### src/rtl/mac_tx_arbiter.sv
// Frame-granular round-robin arbiter feeding the single MAC TX AXI-Stream input.
// Frames leave unbroken; a mid-frame source underrun is closed with an empty tlast beat.
module mac_tx_arbiter #(
    parameter int unsigned N_SRC     = 4,
    parameter int unsigned N_SYMBOLS = 4,
    parameter int unsigned W_SYMBOL  = 8
) (
    input  logic                                i_clk,
    input  logic                                i_reset,
    input  logic                                i_clk_en,
    input  logic [N_SRC-1:0]                    i_src_en,
    input  logic [N_SRC-1:0]                    s_axis_tvalid,
    input  logic [N_SRC*N_SYMBOLS-1:0]          s_axis_tkeep,
    input  logic [N_SRC*N_SYMBOLS*W_SYMBOL-1:0] s_axis_tdata,
    input  logic [N_SRC-1:0]                    s_axis_tlast,
    output logic [N_SRC-1:0]                    s_axis_tready,
    output logic                                m_axis_tvalid,
    output logic [N_SYMBOLS-1:0]                m_axis_tkeep,
    output logic [N_SYMBOLS*W_SYMBOL-1:0]       m_axis_tdata,
    output logic                                m_axis_tlast,
    input  logic                                m_axis_tready,
    output logic [N_SRC-1:0]                    o_grant,
    output logic [N_SRC-1:0]                    o_underrun,
    output logic                                o_frame_done
);

    localparam int unsigned IDX_W  = $clog2(N_SRC);
    localparam int unsigned DATA_W = N_SYMBOLS * W_SYMBOL;

    typedef enum logic [1:0] {StIdle, StGrant, StAbort, StDrop} state_e;

    state_e           state_q, state_d;
    logic [N_SRC-1:0] grant_q, grant_d;
    logic [IDX_W-1:0] gidx_q, gidx_d;
    logic [IDX_W-1:0] last_q, last_d;
    logic             started_q, started_d;

    logic [N_SRC-1:0]     req;
    logic                 win_found;
    logic [IDX_W-1:0]     win_idx;
    logic [IDX_W-1:0]     cand;
    logic                 g_valid;
    logic                 g_last;
    logic [N_SYMBOLS-1:0] g_keep;
    logic [DATA_W-1:0]    g_data;
    logic                 g_xfer_m;
    logic                 underrun;

    assign req = s_axis_tvalid & i_src_en;

    // Scan starts one past the previous owner and wraps modulo N_SRC.
    always_comb begin
        win_found = 1'b0;
        win_idx   = '0;
        cand      = '0;
        for (int unsigned k = 1; k <= N_SRC; k++) begin
            cand = IDX_W'((32'(last_q) + k) % N_SRC);
            if (!win_found && req[cand]) begin
                win_found = 1'b1;
                win_idx   = cand;
            end
        end
    end

    assign g_valid = s_axis_tvalid[gidx_q];
    assign g_last  = s_axis_tlast[gidx_q];
    assign g_keep  = s_axis_tkeep[32'(gidx_q) * N_SYMBOLS +: N_SYMBOLS];
    assign g_data  = s_axis_tdata[32'(gidx_q) * DATA_W +: DATA_W];

    assign g_xfer_m = g_valid & m_axis_tready & i_clk_en;
    // Only a gap after the first beat is fatal; a stalled MAC masks invalid beats.
    assign underrun = started_q & m_axis_tready & i_clk_en & ~g_valid;

    always_comb begin
        state_d       = state_q;
        grant_d       = grant_q;
        gidx_d        = gidx_q;
        last_d        = last_q;
        started_d     = started_q;
        m_axis_tvalid = 1'b0;
        m_axis_tkeep  = '0;
        m_axis_tdata  = '0;
        m_axis_tlast  = 1'b0;
        s_axis_tready = '0;
        o_underrun    = '0;
        o_frame_done  = 1'b0;

        unique case (state_q)
            StIdle: begin
                if (win_found) begin
                    state_d          = StGrant;
                    grant_d          = '0;
                    grant_d[win_idx] = 1'b1;
                    gidx_d           = win_idx;
                end
            end

            StGrant: begin
                m_axis_tvalid = g_valid;
                m_axis_tkeep  = g_keep;
                m_axis_tdata  = g_data;
                m_axis_tlast  = g_last;
                if (underrun) begin
                    state_d = StAbort;
                end else begin
                    s_axis_tready = grant_q & {N_SRC{m_axis_tready & i_clk_en}};
                    if (g_xfer_m) begin
                        if (g_last) begin
                            o_frame_done = 1'b1;
                            last_d       = gidx_q;
                            grant_d      = '0;
                            started_d    = 1'b0;
                            state_d      = StIdle;
                        end else begin
                            started_d = 1'b1;
                        end
                    end else if (!started_q && !g_valid) begin
                        // Source withdrew before its first beat: release without touching rr.
                        grant_d = '0;
                        state_d = StIdle;
                    end
                end
            end

            StAbort: begin
                m_axis_tvalid = 1'b1;
                m_axis_tlast  = 1'b1;
                if (m_axis_tready && i_clk_en) begin
                    o_underrun = grant_q;
                    started_d  = 1'b0;
                    state_d    = StDrop;
                end
            end

            StDrop: begin
                s_axis_tready = grant_q & {N_SRC{i_clk_en}};
                if (g_valid && i_clk_en && g_last) begin
                    last_d  = gidx_q;
                    grant_d = '0;
                    state_d = StIdle;
                end
            end

            default: begin
                state_d   = StIdle;
                grant_d   = '0;
                started_d = 1'b0;
            end
        endcase
    end

    always_ff @(posedge i_clk) begin
        if (i_reset) begin
            state_q   <= StIdle;
            grant_q   <= '0;
            gidx_q    <= '0;
            last_q    <= IDX_W'(N_SRC - 1);
            started_q <= 1'b0;
        end else if (i_clk_en) begin
            state_q   <= state_d;
            grant_q   <= grant_d;
            gidx_q    <= gidx_d;
            last_q    <= last_d;
            started_q <= started_d;
        end
    end

    assign o_grant = grant_q;

endmodule

### config.mk
export PLATFORM = sky130hd
export DESIGN_NAME = mac_tx_arbiter
export DESIGN_NICKNAME = d
export VERILOG_FILES = /design/src/rtl/mac_tx_arbiter.sv
export SDC_FILE = /design/constraint.sdc
export NUM_CORES = 1
export LEC_CHECK = 0
export ABC_AREA = 0
export CAP_MARGIN = 10
export CORE_ASPECT_RATIO = 1.25
export CORE_MARGIN = 2
export CORE_UTILIZATION = 32
export CTS_CLUSTER_DIAMETER = 200
export DETAILED_ROUTE_END_ITERATION = 8
export PLACE_DENSITY_LB_ADDON = 0.08
export SYNTH_ARGS = -nofsm -noshare
export SYNTH_HDL_FRONTEND = slang
export SYNTH_SLANG_ARGS = --single-unit
### constraint.sdc
create_clock -name i_clk -period 8.2 [get_ports i_clk]
set_input_delay 2.46 -clock i_clk [delete_from_list [all_inputs] [get_ports i_clk]]
set_output_delay 2.46 -clock i_clk [all_outputs]
set_load 0.03 [all_outputs]
Yosys cells after proc, flatten, opt, wreduce, memory -nomap -nowiden
Index checks and enable logic that the tools add are counted.

cells by class
  $add $sub $neg = 4
  magnitude comparators = 7
  eq/ne operators = 13
  shift-type cells = 2
  muxes and demuxes = 59
  bitwise operators = 10
  reductions and logical operators = 22

operator list
  cell                   count
  $shiftx A128 B8 Y32    1
  $mux W4                10
  $mux W32               1
  $mux W2                15
  $mux W1                19
  $lt A2 B3 Y1 const B   6
  $shiftx A16 B5 Y4      1
  $and A4 B4 Y4          3
  $bmux W1 S2            6
  $ne A2 B2 Y1 const B   6
  $pmux W4 S3            1
  $reduce_and A6 Y1      2
  $logic_and A1 B1 Y1    8
  $ne A4 B4 Y1 const B   2
  $pmux W2 S4            1
  $pmux W4 S2            1
  $reduce_and A7 Y1      1
  $and A1 B1 Y1          6
  $ne A3 B3 Y1 const B   2
  $pmux W1 S2            3
  $logic_not A1 Y1       5
  $reduce_and A5 Y1      1
  $add A2 B1 Y2 const B  2
  $add A2 B2 Y2 const B  2
  10 further kinds       12

word-level totals
  register bits = 11
  input port bits = 160
  output and inout bits = 51
  word-level logic and storage cells = 122

Depth between registers and ports, before layout
Gate-level depths: netlist (run 1).

  word-level depth = 19
  mapped depth = 8
  mapped depth without buffers = 7

Least setup slack after synthesis (run 1)
Ideal clock, no wire load.

  path type = in2out
  from = input s_axis_tvalid[3]
  to = output s_axis_tready[0]
  arrival = 3.719 ns
  data required time = 5.740 ns
  path slack = 2.021 ns
  stages = 5
  path buffers = 0
  cell sequence = mux4_2 nor2b_1 nor2_1 o21ai_0 nor2_1

between the ends
  longest elaborated chain between the ends = 6

RTL lines
  item                           line  text
  start, declared                12    input logic [N_SRC-1:0] s_axis_tvalid,
  $bmux W1 S2                    65    assign g_valid = s_axis_tvalid[gidx_q];
  $mux W1 (implied by the code)  65
  $not A1 Y1                     72    assign underrun = started_q & m_axis_tready & i_clk_en & ~g_valid;
  $and A1 B1 Y1                  72
  $mux W4                        103   if (underrun) begin
  $pmux W4 S2                    88    unique case (state_q)
  end, declared                  16    output logic [N_SRC-1:0] s_axis_tready,

Every way passes these cells. The select of a mux whose other input is x is not followed.

Final worst setup path (run 1)
  from = input s_axis_tvalid[0]
  to = output s_axis_tready[2]

Same word-level chain as after synthesis.

==> flow_summary_export.csv, run 1 <==
group,metric,value,unit
setup_path,r2r-end,"o_grant[3]",
cts,post-cts-setup-buffer-count,0,
cts,clock_path_buffers,2,
cts,path_clk_slew,0.05,ns
cts,cts-root-buf,"clkbuf_8",
timing,setup_viol,0,
global_route,grt_usage,25.0,%
setup_path,r2r_slack,5.53,ns
synth,syn_avg_cell_area,10.1,sq um
global_route,grt_pass1_vias,2586,
timing,tns,0,ns
hold_path,hold_depth,1,
layout,multi_input_area,0.00169,sq mm
drt,first_iter_violations,107,
floorplanning,coreArea,0.00613,sq mm
drt,viasPerCell,5.29,
cts,htree_num_levels,1,
synth,synth_area_leaders,"mux4_2 (42%), and2_1 (11%), dfxtp_1 (11%)",
placed_design,gp_congestion,0.893,
setup_path,cp_max_fo,6,
timing,worst_pin_slew,1.01,ns
setup_path,worstPathRequired,5.74,ns
synth,ys_seq_area_share,10.9,%
status,status,"finished clean",
drt,vias,2564,
placed_design,dp_slack,0.896,ns
floorplanning,dieArea,0.00698,sq mm
floorplanning,die_h,92.9,um
drt,avgRoutedWirePerCell,18.9,um
setup_path,crit_family,"buffers and inverters",
global_route,grt_max_degree,43,
layout,layout-drive-gt1-share,12.8,%
timing,fin_worst_skew,0.00303,ns
job,drv_cap,0,
synth,syn-num-nets,365,
pwr,power_frac_seq,16.7,%
cts,cts_buffers,3,
layout,nFillCells,502,
synth,ys_seq_elements,11,
timing,finalMaxSlewViolations,0,
drt,drt_wl_total,9.19,mm
floorplanning,die_x,75.1,um
setup_path,crit_buf_inv,2,
cts,cts_tree,"yes",
setup_path,crit_chain,"clkdlybuf4s50_1 > mux4_2 > nor2b_1 > nor2_1 > o21ai_0 > nor2_1 > clkdlybuf4s50_1",
pwr,p_int,244,uW
synth,synth_cells,200,
global_route,grt_pass1_wl,13.2,mm
synth,yosysWarnings,0,
setup_path,crit_path_end_kind,"output port",
global_route,antenna_found_initial,0,
layout,stdcell_area,0.00422,sq mm
drt,drcViolationCount,0,
setup_path,r2r_cells,8,
placed_design,io_buffers,210,
timing,hold_viol,0,
placed_design,post_dp_cell_area,0.00418,sq mm
timing,finalWorstSetupSlack,0.874,ns
hold_path,hold_end,"last_q[0]",
pwr,p_leak,1.45,nW
hold_path,hp-class,"reg2reg",
timing,hold_ws,0.489,ns
layout,final_util,68.9,%
synth,yosysTopAreaCellShare,42.3,%
drt,firstDrtPassIters,4,
setup_path,crit_arrival,4.87,ns
cts,clk_latency,0.25,ns
hold_path,hp-start,"last_q[0]",
floorplanning,initial_core_util,33.0,%
placed_design,hpwl,7.68,mm
layout,regArea,223,sq um
setup_path,critical_path_class,"in2out",
pwr,p_clk_share,15.0,%
pwr,switching_share,34.9,%
synth,synth_cell_types,40,
pwr,total_power,375,uW
pwr,ir_drop,0.000102,V
synth,synth_area_leader_cell,"mux4_2",
global_route,overflow,0,
timing,grt_setup_unrepaired,"false",
layout,synthToLayoutAreaGrowth,109,%
layout,fin_nets,566,
placed_design,post-place-cells,481,
layout,stdcell_count,485,
pwr,p_per_area,88.9,mW/mm^2
cts,holdBufCountCts,0,
synth,synth_area,0.00202,sq mm
pwr,switchingPower,131,uW
cts,cts_resized,0,
setup_path,cp_slowest_cell,"clkdlybuf4s50_1",
layout,antenna_cells,0,
timing,slew_headroom,32.6,%
setup_path,cpPeakStageDelay,0.61,ns
timing,period_share,89.3,%
floorplanning,io_pins,211,
setup_path,start_kind,"input port",
floorplanning,row_count,32,
timing,clock.fmax,0.136,GHz
cts,cts_num_sinks,11,
pwr,combPwrFrac,68.2,%
timing,fin_crit,7.33,ns
drt,ant_nets,0,
layer usage:
metal / track usage, % / wire, um
met5: 0 / 0
met4: 8.33 / 236
met3: 6.96 / 936
met2: 46.5 / 4890
met1: 26.0 / 3120
layout by cell type (no fill, tap or decap), types with 2 or more instances in the layout:
cell	count
clkbuf_8	3
nand3b_1	2
nor3_1	2
ha_1	5
a211o_1	2
dfxtp_1	9
nand4_1	2
a31o_1	4
mux4_2	38
a211oi_1	6
nor2_1	13
and3_1	4
and2_1	37
dfxtp_2	2
a21oi_1	9
nand3_1	2
o21ai_0	4
clkdlybuf4s50_1	210
inv_1	10
mux2i_1	3
nand2_1	9
buf_4	2
nor2b_1	3
cells by family (layout without fill, tap and decap cells):
family	after synthesis	after routing	synth area share (%)
AO/OA/AOI/OAI	38	38	14.8
adder cells (fa/ha/maj)	5	5	3.09
buffers and inverters	26	226	5.44
flip-flops	11	11	10.9
multiplexers	41	41	43.8
AND/OR/NAND/NOR	79	79	22.0
how the worst max path moves through the flow:
stage | cells past startpoint | end | slack (ns) | start
after CTS | 7 | s_axis_tready[2] | 0.89 | s_axis_tvalid[3]
after global routing | 7 | s_axis_tready[2] | 0.66 | s_axis_tvalid[0]
final | 7 | s_axis_tready[2] | 0.87 | s_axis_tvalid[0]
after detailed placement | 7 | s_axis_tready[2] | 0.90 | s_axis_tvalid[3]
after floorplan | 5 | s_axis_tready[0] | 2.02 | s_axis_tvalid[3]
after global placement | 7 | s_axis_tready[3] | 0.98 | s_axis_tvalid[3]
cell type report:
type / instances / share of cell area [%]
tap: 85 / 2.52
clock buffer: 4 / 1.07
multi-input combinational: 163 / 40.1
inverter: 10 / 0.889
sequential: 11 / 5.28
timing repair buffer: 212 / 50.1
cells in the mapped netlist:
master,instances
nand3_1,2
o21a_4,1
a21o_1,1
inv_1,10
mux2i_1,3
and2_1,37
nor3_1,2
a211oi_1,6
a31o_1,4
a222oi_1,1
o21ai_4,1
dfxtp_1,11
and3_1,4
nor4_1,1
a21oi_1,9
o21a_1,1
nand4_1,2
o221ai_1,1
buf_2,4
a21oi_4,1
a31oi_1,1
a41o_1,1
nand3b_1,2
nor2_1,13
and3b_1,1
a211o_1,2
a22oi_1,1
or3_1,1
o21ai_0,4
clkbuf_1,11
ha_1,5
nor4b_1,1
buf_6,1
a21oi_2,1
and2_4,1
mux4_2,38
o2bb2ai_1,1
nor2b_1,3
a311oi_2,1
nand2_1,9
power by group through the flow:
stage	Combinational [mW]	Sequential, mW	Clock [mW]
final	0.256	0.0629	0.0564
after global routing	0.272	0.0635	0.0592
after CTS	0.258	0.0629	0.0563
after detailed placement	0.257	0.0639	0
after global placement	0.253	0.0640	0
after floorplan	0.132	0.0618	0
worst reg2reg max path: cells and delay by family (launching register included):
kind                     cells  cell delay (ns)
adder cells (fa/ha/maj)      1             0.67
AND/OR/NAND/NOR              2             0.33
buffers and inverters        2             0.49
flip-flops                   1             0.33
AO/OA/AOI/OAI                3             0.74
registers in the layout (all words and copies together) (netlist names), named ones only:
name / flops
o_grant: 4
gidx_q: 2
last_q: 2
started_q: 1
state_q: 1
(Power assumes the default switching activity.)
==> run 2: changes to the inputs <==
Settings changed: CORE_ASPECT_RATIO 1.25 to unset, CORE_MARGIN 2 to 8.
==> flow_summary_export.csv, run 2 (synthesis results as in run 1) <==
group,metric,value,unit
status,status,"finished clean",
cts,clock_path_buffers,2,
layout,layout-drive-gt1-share,12.8,%
cts,cts_tree,"yes",
floorplanning,row_count,29,
timing,worst_pin_slew,1.01,ns
drt,vias,2526,
layout,largest_reg_flops,4,
placed_design,dp_slack,0.809,ns
timing,finalMaxSlewViolations,0,
global_route,antenna_found_initial,0,
drt,firstDrtPassIters,4,
drt,first_iter_violations,91,
cts,cts_num_sinks,11,
timing,hold_ws,0.503,ns
placed_design,hpwl,8.65,mm
drt,avgRoutedWirePerCell,21.4,um
setup_path,crit_arrival,4.93,ns
drt,ant_nets,0,
timing,fin_worst_skew,0.00136,ns
timing,grt_setup_unrepaired,"false",
cts,holdBufCountCts,0,
setup_path,cp_max_fo,6,
setup_path,crit_path_end_kind,"output port",
drt,drcViolationCount,0,
setup_path,r2r_slack,5.68,ns
hold_path,hold_depth,1,
cts,path_clk_slew,0.05,ns
placed_design,post-place-cells,473,
timing,finalWorstSetupSlack,0.814,ns
cts,clk_latency,0.24,ns
timing,slew_headroom,32.4,%
drt,viasPerCell,5.30,
hold_path,hp-class,"reg2reg",
setup_path,r2r_start,"gidx_q[1]",
timing,setup_viol,0,
floorplanning,io_pins,211,
cts,post-cts-setup-buffer-count,0,
cts,htree_num_levels,1,
drt,met3_length,1.22,mm
layout,final_common_cell,"clkdlybuf4s50_1",
pwr,total_power,372,uW
layout,antenna_cells,0,
floorplanning,dieArea,0.00912,sq mm
timing,period_share,90.1,%
setup_path,r2r_cells,5,
layout,synthToLayoutAreaGrowth,108,%
setup_path,startpoint,"s_axis_tvalid[3]",
floorplanning,initial_core_util,32.4,%
timing,clock.fmax,0.135,GHz
placed_design,io_buffers,210,
layout,final_cell_mix,"clkdlybuf4s50_1 (210), mux4_2 (38), and2_1 (37)",
setup_path,worstPathRequired,5.74,ns
setup_path,critical_path_class,"in2out",
setup_path,r2r-end,"o_grant[0]",
pwr,p_per_area,88.3,mW/mm^2
hold_path,hp-start,"last_q[0]",
setup_path,start_kind,"input port",
layout,nFillCells,508,
layout,stdcell_count,477,
floorplanning,die_h,95.5,um
drt,drt_wl_total,10.2,mm
cts,cts-root-buf,"clkbuf_8",
cts,cts_resized,0,
layout,fin_nets,566,
hold_path,hold_end,"last_q[0]",
timing,hold_viol,0,
drt,routed-wl-met2,4.84,mm
pwr,p_leak,1.45,nW
global_route,grt_usage,22.0,%
floorplanning,coreArea,0.00624,sq mm
cts,cts_buffers,3,
global_route,overflow,0,
global_route,grt_max_degree,50,
global_route,grt_pass1_wl,15.5,mm
drt,highest_layer,"met4",
timing,tns,0,ns
placed_design,gp_congestion,0.850,
drt,met1_length,3.79,mm
pwr,ir_drop,0.0000945,V
global_route,grt_pass1_vias,2702,
timing,fin_crit,7.39,ns
floorplanning,die_x,95.5,um
job,drv_cap,0,
[run 2: layer usage]
layer	vias to the layer above	track usage, %
li1	1176	-
met1	1185	23.7
met2	137	37.7
met3	28	8.98
met4	0	8.45
met5	-	0
[run 2: worst max path at each step]
stage / to / slack [ns]
finish: s_axis_tready[0] / 0.81
detailed placement: s_axis_tready[0] / 0.81
global placement: s_axis_tready[1] / 0.93
global route: s_axis_tready[1] / 0.64
CTS: s_axis_tready[0] / 0.80
floorplan: s_axis_tready[0] / 2.02
[run 2: per-stage QoR]
step	util, %	cell area [sq um]
6_report	67.5	4210
5_1_grt	67.5	4210
4_1_cts	67.5	4210
3_5_place_dp	66.8	4170
3_3_place_gp	66.8	4170
2_1_floorplan	-	2020
[run 2: layout make-up]
cell class              count  area [sq um]  share of cell area, %
clock buffers               4          45.0                   1.07
inverters                  10          37.5                  0.891
multi-input cells         163          1690                   40.2
flip-flops and latches     11           223                   5.29
well taps                  77          96.3                   2.29
repair buffers            212          2120                   50.3
[run 2: power breakdown]
group	internal [mW]	total (mW)	switching [mW]
sequential	0.0567	0.0630	0.00627
clock	0.0341	0.0537	0.0196
combinational	0.153	0.255	0.102
total	0.244	0.372	0.128
[run 2: critical path, cell delays in order]
cell	delay (ns)
clkdlybuf4s50_1	0.48
mux4_2	0.60
nor2b_1	0.22
nor2_1	0.07
o21ai_0	0.39
nor2_1	0.08
clkdlybuf4s50_1	0.61
